File: src/rtl/rgb_led_pkg.sv
// ---------------------------------------------------------------------------
// rgb_led_pkg
// Shared definitions for the PWM LED array: the global mode encoding and the
// pin-polarity helper used by every channel output register.
// ---------------------------------------------------------------------------
package rgb_led_pkg;

  // Global display mode, matches the 2-bit mode input encoding.
  typedef enum logic [1:0] {
    MODE_STEADY  = 2'd0,
    MODE_BLINK   = 2'd1,
    MODE_BREATHE = 2'd2,
    MODE_OFF     = 2'd3
  } mode_e;

  // Map a logical "lit" request onto the physical pin level.
  function automatic logic drive_pin(input logic lit, input logic active_low);
    return lit ^ active_low;
  endfunction

endpackage

File: src/rtl/pwm_led_channel.sv
// ---------------------------------------------------------------------------
// pwm_led_channel
// One LED channel: shadow/active duty registers, breathe-envelope scaling,
// PWM comparator and the registered pin driver.
// Ports:
//   clk, n_rst   clock, asynchronous active-low reset
//   load_i       capture level_i into the shadow duty register
//   boundary_i   last cycle of the PWM period; shadow becomes active
//   level_i      requested duty for this channel
//   mode_i       active global mode (already boundary-aligned)
//   blink_on_i   active blink phase (1 = on), boundary-aligned
//   env_i        active breathe envelope value, boundary-aligned
//   cnt_i        shared PWM counter
//   led_o        registered LED pin
// ---------------------------------------------------------------------------
module pwm_led_channel
  import rgb_led_pkg::*;
#(
  parameter int PWM_BITS   = 8,
  parameter bit ACTIVE_LOW = 1'b0
) (
  input  logic                clk,
  input  logic                n_rst,
  input  logic                load_i,
  input  logic                boundary_i,
  input  logic [PWM_BITS-1:0] level_i,
  input  mode_e               mode_i,
  input  logic                blink_on_i,
  input  logic [PWM_BITS-1:0] env_i,
  input  logic [PWM_BITS-1:0] cnt_i,
  output logic                led_o
);

  localparam int PW = 2 * PWM_BITS;

  logic [PWM_BITS-1:0] duty_sh_q, duty_sh_d;
  logic [PWM_BITS-1:0] duty_act_q, duty_act_d;
  logic                led_q, led_d;
  logic [PW-1:0]       prod_s;
  logic [PWM_BITS-1:0] scaled_s;
  logic [PWM_BITS-1:0] duty_s;

  // level*env + level == level*(env+1): env=MAX reproduces level exactly.
  assign prod_s   = PW'(duty_act_q) * PW'(env_i) + PW'(duty_act_q);
  assign scaled_s = PWM_BITS'(prod_s >> PWM_BITS);

  // Next-state for shadow/active duty and the effective duty for this period.
  always_comb begin
    duty_sh_d  = load_i ? level_i : duty_sh_q;
    // A load on the boundary cycle itself goes straight through to active.
    duty_act_d = boundary_i ? duty_sh_d : duty_act_q;
    case (mode_i)
      MODE_STEADY:  duty_s = duty_act_q;
      MODE_BLINK:   duty_s = blink_on_i ? duty_act_q : '0;
      MODE_BREATHE: duty_s = scaled_s;
      MODE_OFF:     duty_s = '0;
      default:      duty_s = '0;
    endcase
    led_d = drive_pin(cnt_i < duty_s, ACTIVE_LOW);
  end

  // Duty registers and pin register; pin resets to the unlit level.
  always_ff @(posedge clk or negedge n_rst) begin
    if (!n_rst) begin
      duty_sh_q  <= '0;
      duty_act_q <= '0;
      led_q      <= ACTIVE_LOW;
    end else begin
      duty_sh_q  <= duty_sh_d;
      duty_act_q <= duty_act_d;
      led_q      <= led_d;
    end
  end

  assign led_o = led_q;

endmodule

File: src/rtl/pwm_led_array.sv
// ---------------------------------------------------------------------------
// pwm_led_array
// NUM_CH PWM LED drivers sharing one period counter, with steady / blink /
// breathe / off global modes. Levels and mode are double-buffered and only
// switch at PWM period boundaries so the pins never see a partial period.
// Ports:
//   clk, n_rst     27 MHz clock, asynchronous active-low reset
//   mode           0 steady, 1 blink, 2 breathe, 3 off
//   level          channel i duty at [i*PWM_BITS +: PWM_BITS]
//   load           1-cycle strobe capturing level and mode
//   led            registered LED pins (polarity per ACTIVE_LOW)
//   period_start   registered pulse, high in the cycle after cnt==0
// ---------------------------------------------------------------------------
module pwm_led_array
  import rgb_led_pkg::*;
#(
  parameter int NUM_CH           = 3,
  parameter int PWM_BITS         = 8,
  parameter int BLINK_PERIOD     = 13_500_000,
  parameter int FADE_STEP_CYCLES = 105_000,
  parameter bit ACTIVE_LOW       = 1'b0
) (
  input  logic                       clk,
  input  logic                       n_rst,
  input  logic [1:0]                 mode,
  input  logic [NUM_CH*PWM_BITS-1:0] level,
  input  logic                       load,
  output logic [NUM_CH-1:0]          led,
  output logic                       period_start
);

  localparam logic [PWM_BITS-1:0] MAX_V    = PWM_BITS'((2 ** PWM_BITS) - 1);
  localparam logic [PWM_BITS-1:0] CNT_LAST = MAX_V - PWM_BITS'(1);
  localparam int BW = (BLINK_PERIOD > 1) ? $clog2(BLINK_PERIOD) : 1;
  localparam int FW = (FADE_STEP_CYCLES > 1) ? $clog2(FADE_STEP_CYCLES) : 1;
  localparam logic [BW-1:0] BLINK_LAST = BW'(BLINK_PERIOD - 1);
  localparam logic [FW-1:0] FADE_LAST  = FW'(FADE_STEP_CYCLES - 1);

  logic [PWM_BITS-1:0] cnt_q, cnt_d;
  mode_e               mode_sh_q, mode_sh_d;
  mode_e               mode_act_q, mode_act_d;
  logic [BW-1:0]       blink_tmr_q, blink_tmr_d;
  logic                blink_ph_q, blink_ph_d;
  logic                blink_app_q, blink_app_d;
  logic [FW-1:0]       fade_tmr_q, fade_tmr_d;
  logic [PWM_BITS-1:0] env_q, env_d;
  logic                env_up_q, env_up_d;
  logic [PWM_BITS-1:0] env_app_q, env_app_d;
  logic                period_start_q, period_start_d;
  logic                boundary_s;
  logic                mode_chg_s;

  assign boundary_s = (cnt_q == CNT_LAST);
  assign mode_chg_s = boundary_s && (mode_sh_d != mode_act_q);

  // Next-state for counter, mode buffers, blink and breathe timers.
  always_comb begin
    cnt_d          = boundary_s ? '0 : cnt_q + PWM_BITS'(1);
    mode_sh_d      = load ? mode_e'(mode) : mode_sh_q;
    mode_act_d     = boundary_s ? mode_sh_d : mode_act_q;
    period_start_d = (cnt_q == '0);

    // Blink timer free-runs only while blink is active; otherwise parked at
    // zero with the phase "on" so entering blink always starts lit.
    blink_tmr_d = '0;
    blink_ph_d  = 1'b1;
    if (mode_chg_s || (mode_act_q != MODE_BLINK)) begin
      blink_tmr_d = '0;
      blink_ph_d  = 1'b1;
    end else if (blink_tmr_q == BLINK_LAST) begin
      blink_tmr_d = '0;
      blink_ph_d  = ~blink_ph_q;
    end else begin
      blink_tmr_d = blink_tmr_q + BW'(1);
      blink_ph_d  = blink_ph_q;
    end

    // Triangular envelope: direction flips on reaching MAX or 0, so both
    // extremes are held for exactly one step.
    fade_tmr_d = '0;
    env_d      = '0;
    env_up_d   = 1'b1;
    if (mode_chg_s || (mode_act_q != MODE_BREATHE)) begin
      fade_tmr_d = '0;
      env_d      = '0;
      env_up_d   = 1'b1;
    end else if (fade_tmr_q == FADE_LAST) begin
      fade_tmr_d = '0;
      if (env_up_q) begin
        env_d    = env_q + PWM_BITS'(1);
        env_up_d = (env_q != CNT_LAST);
      end else begin
        env_d    = env_q - PWM_BITS'(1);
        env_up_d = (env_q == PWM_BITS'(1));
      end
    end else begin
      fade_tmr_d = fade_tmr_q + FW'(1);
      env_d      = env_q;
      env_up_d   = env_up_q;
    end

    // Phase and envelope reach the channels only at boundaries, so a period
    // is always rendered with one duty value.
    if (mode_chg_s) begin
      blink_app_d = 1'b1;
      env_app_d   = '0;
    end else if (boundary_s) begin
      blink_app_d = blink_ph_q;
      env_app_d   = env_q;
    end else begin
      blink_app_d = blink_app_q;
      env_app_d   = env_app_q;
    end
  end

  // Shared timing state; modes reset to off.
  always_ff @(posedge clk or negedge n_rst) begin
    if (!n_rst) begin
      cnt_q          <= '0;
      mode_sh_q      <= MODE_OFF;
      mode_act_q     <= MODE_OFF;
      blink_tmr_q    <= '0;
      blink_ph_q     <= 1'b1;
      blink_app_q    <= 1'b1;
      fade_tmr_q     <= '0;
      env_q          <= '0;
      env_up_q       <= 1'b1;
      env_app_q      <= '0;
      period_start_q <= 1'b0;
    end else begin
      cnt_q          <= cnt_d;
      mode_sh_q      <= mode_sh_d;
      mode_act_q     <= mode_act_d;
      blink_tmr_q    <= blink_tmr_d;
      blink_ph_q     <= blink_ph_d;
      blink_app_q    <= blink_app_d;
      fade_tmr_q     <= fade_tmr_d;
      env_q          <= env_d;
      env_up_q       <= env_up_d;
      env_app_q      <= env_app_d;
      period_start_q <= period_start_d;
    end
  end

  assign period_start = period_start_q;

  for (genvar i = 0; i < NUM_CH; i++) begin : g_ch
    pwm_led_channel #(
      .PWM_BITS   (PWM_BITS),
      .ACTIVE_LOW (ACTIVE_LOW)
    ) u_ch (
      .clk        (clk),
      .n_rst      (n_rst),
      .load_i     (load),
      .boundary_i (boundary_s),
      .level_i    (level[i*PWM_BITS +: PWM_BITS]),
      .mode_i     (mode_act_q),
      .blink_on_i (blink_app_q),
      .env_i      (env_app_q),
      .cnt_i      (cnt_q),
      .led_o      (led[i])
    );
  end

endmodule

File: config.mk
export PLATFORM = sky130hd
export DESIGN_NAME = pwm_led_array
export DESIGN_NICKNAME = d
export VERILOG_FILES = /design/src/rtl/rgb_led_pkg.sv /design/src/rtl/pwm_led_channel.sv /design/src/rtl/pwm_led_array.sv
export SDC_FILE = /design/constraint.sdc
export NUM_CORES = 1
export LEC_CHECK = 0
export CAP_MARGIN = 20
export CORE_MARGIN = 1
export CORE_UTILIZATION = 63
export CTS_BUF_LIST = sky130_fd_sc_hd__clkbuf_16
export DETAILED_ROUTE_END_ITERATION = 6
export PLACE_DENSITY_LB_ADDON = 0.1
export RECOVER_POWER = 25
export SLEW_MARGIN = 10
export SYNTH_ARGS = -nofsm -noshare
export SYNTH_HDL_FRONTEND = slang
export SYNTH_SLANG_ARGS = --single-unit
File: constraint.sdc
create_clock -name clk -period 11 [get_ports clk]
set_input_delay 3.3 -clock clk [delete_from_list [all_inputs] [get_ports clk]]
set_output_delay 3.3 -clock clk [all_outputs]
set_load 0.01 [all_outputs]
# Word-level counts from Yosys, hierarchy flattened
# Cells that the tools add are included.
[classes]
add_sub_neg = 8
mul = 3
magnitude_cmp = 3
n_eq_ne = 11
mux = 27
bitwise_logic = 1
reduce_logical = 8
[ops]
columns = ["op", "count"]
rows = [
  ["$mux W8", 12],
  ["$pmux W8 S4", 3],
  ["$add A16 B8 Y16", 3],
  ["$mul A8 B8 Y16", 3],
  ["$mux W24", 2],
  ["$mux W17", 2],
  ["$add A24 B1 Y24 const B", 1],
  ["$eq A24 B24 Y1 const B", 1],
  ["$lt A8 B8 Y1", 3],
  ["$add A17 B1 Y17 const B", 1],
  ["$eq A17 B17 Y1 const B", 1],
  ["$add A8 B1 Y8 const B", 2],
  ["$eq A8 B1 Y1 const B", 1],
  ["$eq A8 B8 Y1 const B", 1],
  ["$logic_not A8 Y1", 1],
  ["$ne A8 B8 Y1 const B", 1],
  ["$sub A8 B1 Y8 const B", 1],
  ["$mux W1", 7],
  ["$reduce_bool A2 Y1", 3],
  ["$eq A2 B2 Y1 const B", 2],
  ["$eq A2 B1 Y1 const B", 1],
  ["$logic_not A2 Y1", 1],
  ["$logic_or A1 B1 Y1", 2],
  ["$mux W2", 1],
  ["other kinds (5)", 5],
]
[word_totals]
regBits = 124
in_bits = 29
output_inout_bits = 4
word_cells = 81

# Depth between registers and ports, before layout
[logic_depth]
word_depth = 5
mapped_depth = 24
depth_no_buf = 22

# By module
# From an unflattened synthesis, not the netlist that was laid out.
[hier_totals]
hier_cells = 1393
hier_area_um2 = 13076.3
[modules_own_cells]
columns = ["module", "instances", "cells_per_inst", "area_per_inst_um2", "seq_area_each_um2"]
rows = [
  ["pwm_led_array", 1, 377, 3731.1, 1835.5],
  ["pwm_led_channel (g_ch[2].u_ch)", 1, 351, 3163.0, 425.4],
  ["pwm_led_channel (g_ch[0].u_ch)", 1, 337, 3116.7, 425.4],
  ["pwm_led_channel (g_ch[1].u_ch)", 1, 328, 3065.4, 425.4],
]

# Worst setup path after synthesis
# No wires, ideal clock.
[synth_timing]
path_type = "register -> register"
start = "register env_app_q[1]"
end = "register g_ch[0].u_ch.led_q"
setup_time_ns = 0.064
arrival_ns = 5.274
t_required_ns = 10.936
path_slack_ns = 5.661
path_stages_with_launch = 21
n_path_buf = 1
period_less_slack_ns = 5.339
path_cell_list = "dfrtp_1 -> clkbuf_1 -> nand2_1 -> fa_1 -> inv_1 -> fa_1 -> inv_1 -> fa_1 -> fa_1 -> inv_1 -> ha_1 -> and4bb_2 -> a221oi_2 -> o21ai_2 -> or3_4 -> nand2_1 -> xnor2_1 -> a22oi_1 -> ha_1 -> a2111oi_0 -> a21o_1"
[synth_via]
elab_chain_cells = 4
[synth_rtl]
columns = ["element", "line", "source"]
rows = [
  ["from (decl)", "pwm_led_array.sv:48", "logic [PWM_BITS-1:0] env_app_q, env_app_d;"],
  ["from (signal assigned)", "pwm_led_array.sv:140", "env_app_q <= env_app_d;"],
  ["$mul A8 B8 Y16", "pwm_led_channel.sv:44", "assign prod_s = PW'(duty_act_q) * PW'(env_i) + PW'(duty_act_q);"],
  ["$add A16 B8 Y16", "pwm_led_channel.sv:44", ""],
  ["$pmux W8 S4", "pwm_led_channel.sv:52", "case (mode_i)"],
  ["$lt A8 B8 Y1", "pwm_led_channel.sv:59", "led_d = drive_pin(cnt_i < duty_s, ACTIVE_LOW);"],
  ["net g_ch[0].u_ch.led_d", "pwm_led_channel.sv:38", "logic led_q, led_d;"],
  ["to (signal assigned)", "pwm_led_channel.sv:71", "led_q <= led_d;"],
  ["to (decl)", "pwm_led_channel.sv:38", ""],
]
# The timed path passes the listed nets, and every way through them passes these cells.
# A chain may end at the register's enable or synchronous reset.

# Worst setup path in the final report
[layout_timing]
start = "register env_app_q[3]"
end = "register g_ch[1].u_ch.led_q"
[layout_via]
elab_chain_cells = 4
[layout_rtl]
columns = ["element", "line"]
rows = [
  ["$mul A8 B8 Y16", "pwm_led_channel.sv:44"],
  ["$add A16 B8 Y16", "pwm_led_channel.sv:44"],
  ["$pmux W8 S4", "pwm_led_channel.sv:52"],
  ["$lt A8 B8 Y1", "pwm_led_channel.sv:59"],
  ["net g_ch[1].u_ch.led_d", "pwm_led_channel.sv:38"],
  ["to (signal assigned)", "pwm_led_channel.sv:71"],
  ["to (decl)", "pwm_led_channel.sv:38"],
]
# The timed path passes the listed nets, and every way through them passes these cells.

==> flow_summary.toml <==
[cells_and_area]
mostFrequentLayoutCell = "inv_1"
nFillCells = 1463
finalNetCount = 1596
final_cell_mix = "193 x inv_1, 143 x nand2_1, 129 x fa_1"
post-route-util = 0.709
drive_gt1_frac = 0.0695
area_delta_synth_final_pct = 8.46
antenna_cells = 0

[worst_setup_path]
cp-start-kind = "flip-flop"
crit_slowest_cell = "dfrtp_1"
criticalPathCategory = "flip-flop to flip-flop"
crit_arrival_ns = 6.36
endpoint_kind = "flip-flop"
worstPathRequired_ns = 11.34
cpPeakStageDelay_ns = 0.70
crit_chain = "and2_1 > fa_1 > fa_1 > inv_1 > fa_1 > fa_1 > inv_1 > ha_1 > nor2b_1 > o311ai_1 > a21oi_1 > o21a_1 > or3_1 > a32oi_1 > ha_1 > a21oi_1 > nor2b_1 > o21ai_0 > o21ai_0 > a211oi_1"
cpMostUsedCell = "fa_1"
worst-path-max-fanout = 25

[synth]
synth-edff-count = 0
synth_area_um2 = 12400
synth_nets = 1602
ys_ff_latch = 124
synth_top_cell_by_area = "dfrtp_1"
ys_warn_count = 0
async_reset_ff_frac = 1.00
yosysTopAreaCellShare = 0.236
synth_cell_types = 67
synth_seq_area_share = 0.251
synthTopCellsByArea = "dfrtp_1 24%, fa_1 21%, ha_1 13%"
postSynthAreaPerCell_um2 = 9.40
synth_ff_type = "dfrtp_1"
syn_inst = 1318

[global_route]
grtUsageMet2 = 0.512
grt_pass1_vias = 9472
grt_pass1_wl_um = 44100
use_met1 = 0.338
use_met3 = 0.0387
busiest_layer = "met2"
grt_max_degree = 67
antenna_found_initial = 0
grt.overflow.total = 0
grt_usage = 0.281

[timing]
fmax_mhz = 166
clock_skew_ns = 0.00904
finalSetupViolCount = 0
final_hold_viol_count = 0
finalSetupTns_ns = 0
holdWs_ns = 0.489
rsz0062_at_grt = "false"
fin_crit_ns = 6.02
layout_setup_ws_ns = 4.98
min_period_over_period = 0.547
drv_slew = 109
tightest_slew_ns = 3.12
max_slew_margin = -1.08

[floorplanning]
die_h_um = 142
row_count = 50
core_um2 = 19000
start_util = 0.653
ios = 33
die-area_um2 = 20200
die_width_um = 142

[routing]
vias_per_cell = 5.56
drcViolationCount = 0
first_pass_iters = 5
detail-route-antenna-nets = 0
vias = 8804
drt-initial-drc-count = 356
wl_per_cell_um = 16.1
totalWireLength_um = 25400

[clock_tree]
cts_sinks = 124
cts_root_buf = "clkbuf_16"
post_cts_buffers = 0
cts_buffers = 17
cts_max_level = 4
cts_resized = 0
cts_hold_buf = 0
clk_latency_ns = 0.43
cts_tree = "done"
clk_pin_slew_ns = 0.06
clockBufferDepth = 2

[run_status]
violations = "capacitance limit, slew limit"
outcome = "finished, violations left"

[worst_hold_path]
hp-class = "flip-flop to flip-flop"

[pwr]
power_leakage_nw = 6.60
p_per_area_nw_per_um2 = 82.1
vdd_drop_max_v = 0.000115
p_total_mw = 1.10

[place]
dp_hpwl_um = 18300
io_buffers = 32
pre_cts_ws_ns = 5.01
routabilityCongestion = 0.839

[flow_run]
maxCapViolCount = 2
-- stage by stage --
step / area [um^2] / instances
final: 13400 / 1584
after global routing: 13400 / 1584
after CTS: 13400 / 1584
after detailed placement: 12800 / 1553
after global placement: 12800 / 1553
after floorplan: 12400 / 1318
-- path summary, 6_finish.rpt --
check                                      to  cells after the start  slack [ns]           start
max                        g_ch[1].u_ch.led_o                     20        4.98    env_app_q[3]
min reg2reg                    blink_tmr_q[0]                      1        0.49  blink_tmr_q[0]
min in group asynchronous      fade_tmr_q[10]                      1        3.89           n_rst
max reg2reg                g_ch[1].u_ch.led_o                     20        4.98    env_app_q[3]
max in group asynchronous     blink_tmr_q[16]                      2        5.00           n_rst
min                            blink_tmr_q[0]                      1        0.49  blink_tmr_q[0]
-- metal layers --
| layer | wire length (um) | part of all wire |
|---|---|---|
| met2 | 13500 | 0.53 |
| met3 | 844 | 0.033 |
| met5 | 0 | 0 |
| met4 | 530 | 0.021 |
| met1 | 10500 | 0.41 |
-- cells by family (layout without fill, tap and decap cells) --
logic type               count (synthesis)  in the layout  synth area share
AND/OR/NAND/NOR                        444            444             0.181
buffers and inverters                  260            266            0.0811
adder cells (fa/ha/maj)                255            255             0.336
AO/OA/AOI/OAI                          134            134            0.0736
flip-flops                             124            124             0.251
XOR/XNOR                                73             73            0.0516
multiplexers                            28             28            0.0252
-- sequential cells by signal, indices dropped and copies added (netlist names), 2 cells and up --
name                  cells
blink_tmr_q              24
cnt_q                     8
mode_act_q                2
fade_tmr_q               17
env_q                     8
g_ch.u_ch.duty_sh_q      24
env_app_q                 8
g_ch.u_ch.led_o           3
mode_sh_q                 2
g_ch.u_ch.duty_act_q     24
-- power by group --
group | leakage [nW] | switching [mW] | internal [mW]
logic | 4.79 | 0.0190 | 0.0179
clock network | 0.294 | 0.219 | 0.378
registers | 1.51 | 0.00242 | 0.467
total | 6.60 | 0.240 | 0.863
-- critical path, delay by kind of cell (launching register included) --
family	cells	cell delay [ns]
and+or+nand+nor	4	0.86
DFF	1	0.70
buffers and inverters	2	0.09
adders and majority gates	6	2.57
AOI/OAI and AO/OA	8	1.69
-- final cells by class --
cell class | instances | area, um^2 | share of cell area
multi-input combinational | 934 | 8270 | 0.616
tap | 260 | 325 | 0.0242
clock buffer | 17 | 425 | 0.0317
clock inverter | 14 | 191 | 0.0143
sequential | 124 | 3110 | 0.232
inverter | 193 | 724 | 0.0539
timing repair buffer | 42 | 382 | 0.0284
-- synth_stat cells, drive strengths merged, types with 2 or more instances --
master and number:
inv 193, nand2 143, fa 129, and2 128, ha 126, dfrtp 117
nor2 77, clkbuf 54, xnor2 38, o21ai 37, xor2 35, nand3 27
mux2 25, a21oi 23, a22oi 19, a21o 15, buf 13, nand4 12
nor2b 9, a22o 8, nand2b 8, or3 8, dfstp 7, nor4 7
nor3 6, a211oi 5, and3 5, a31oi 4, a221oi 3, a32oi 3
mux2i 3, nor4b 3, o21bai 3, o31ai 3, a21boi 2, and4 2
nand4b 2, nor3b 2, o211ai 2, or2 2
Note: power is estimated with default switching activity, not from simulation.
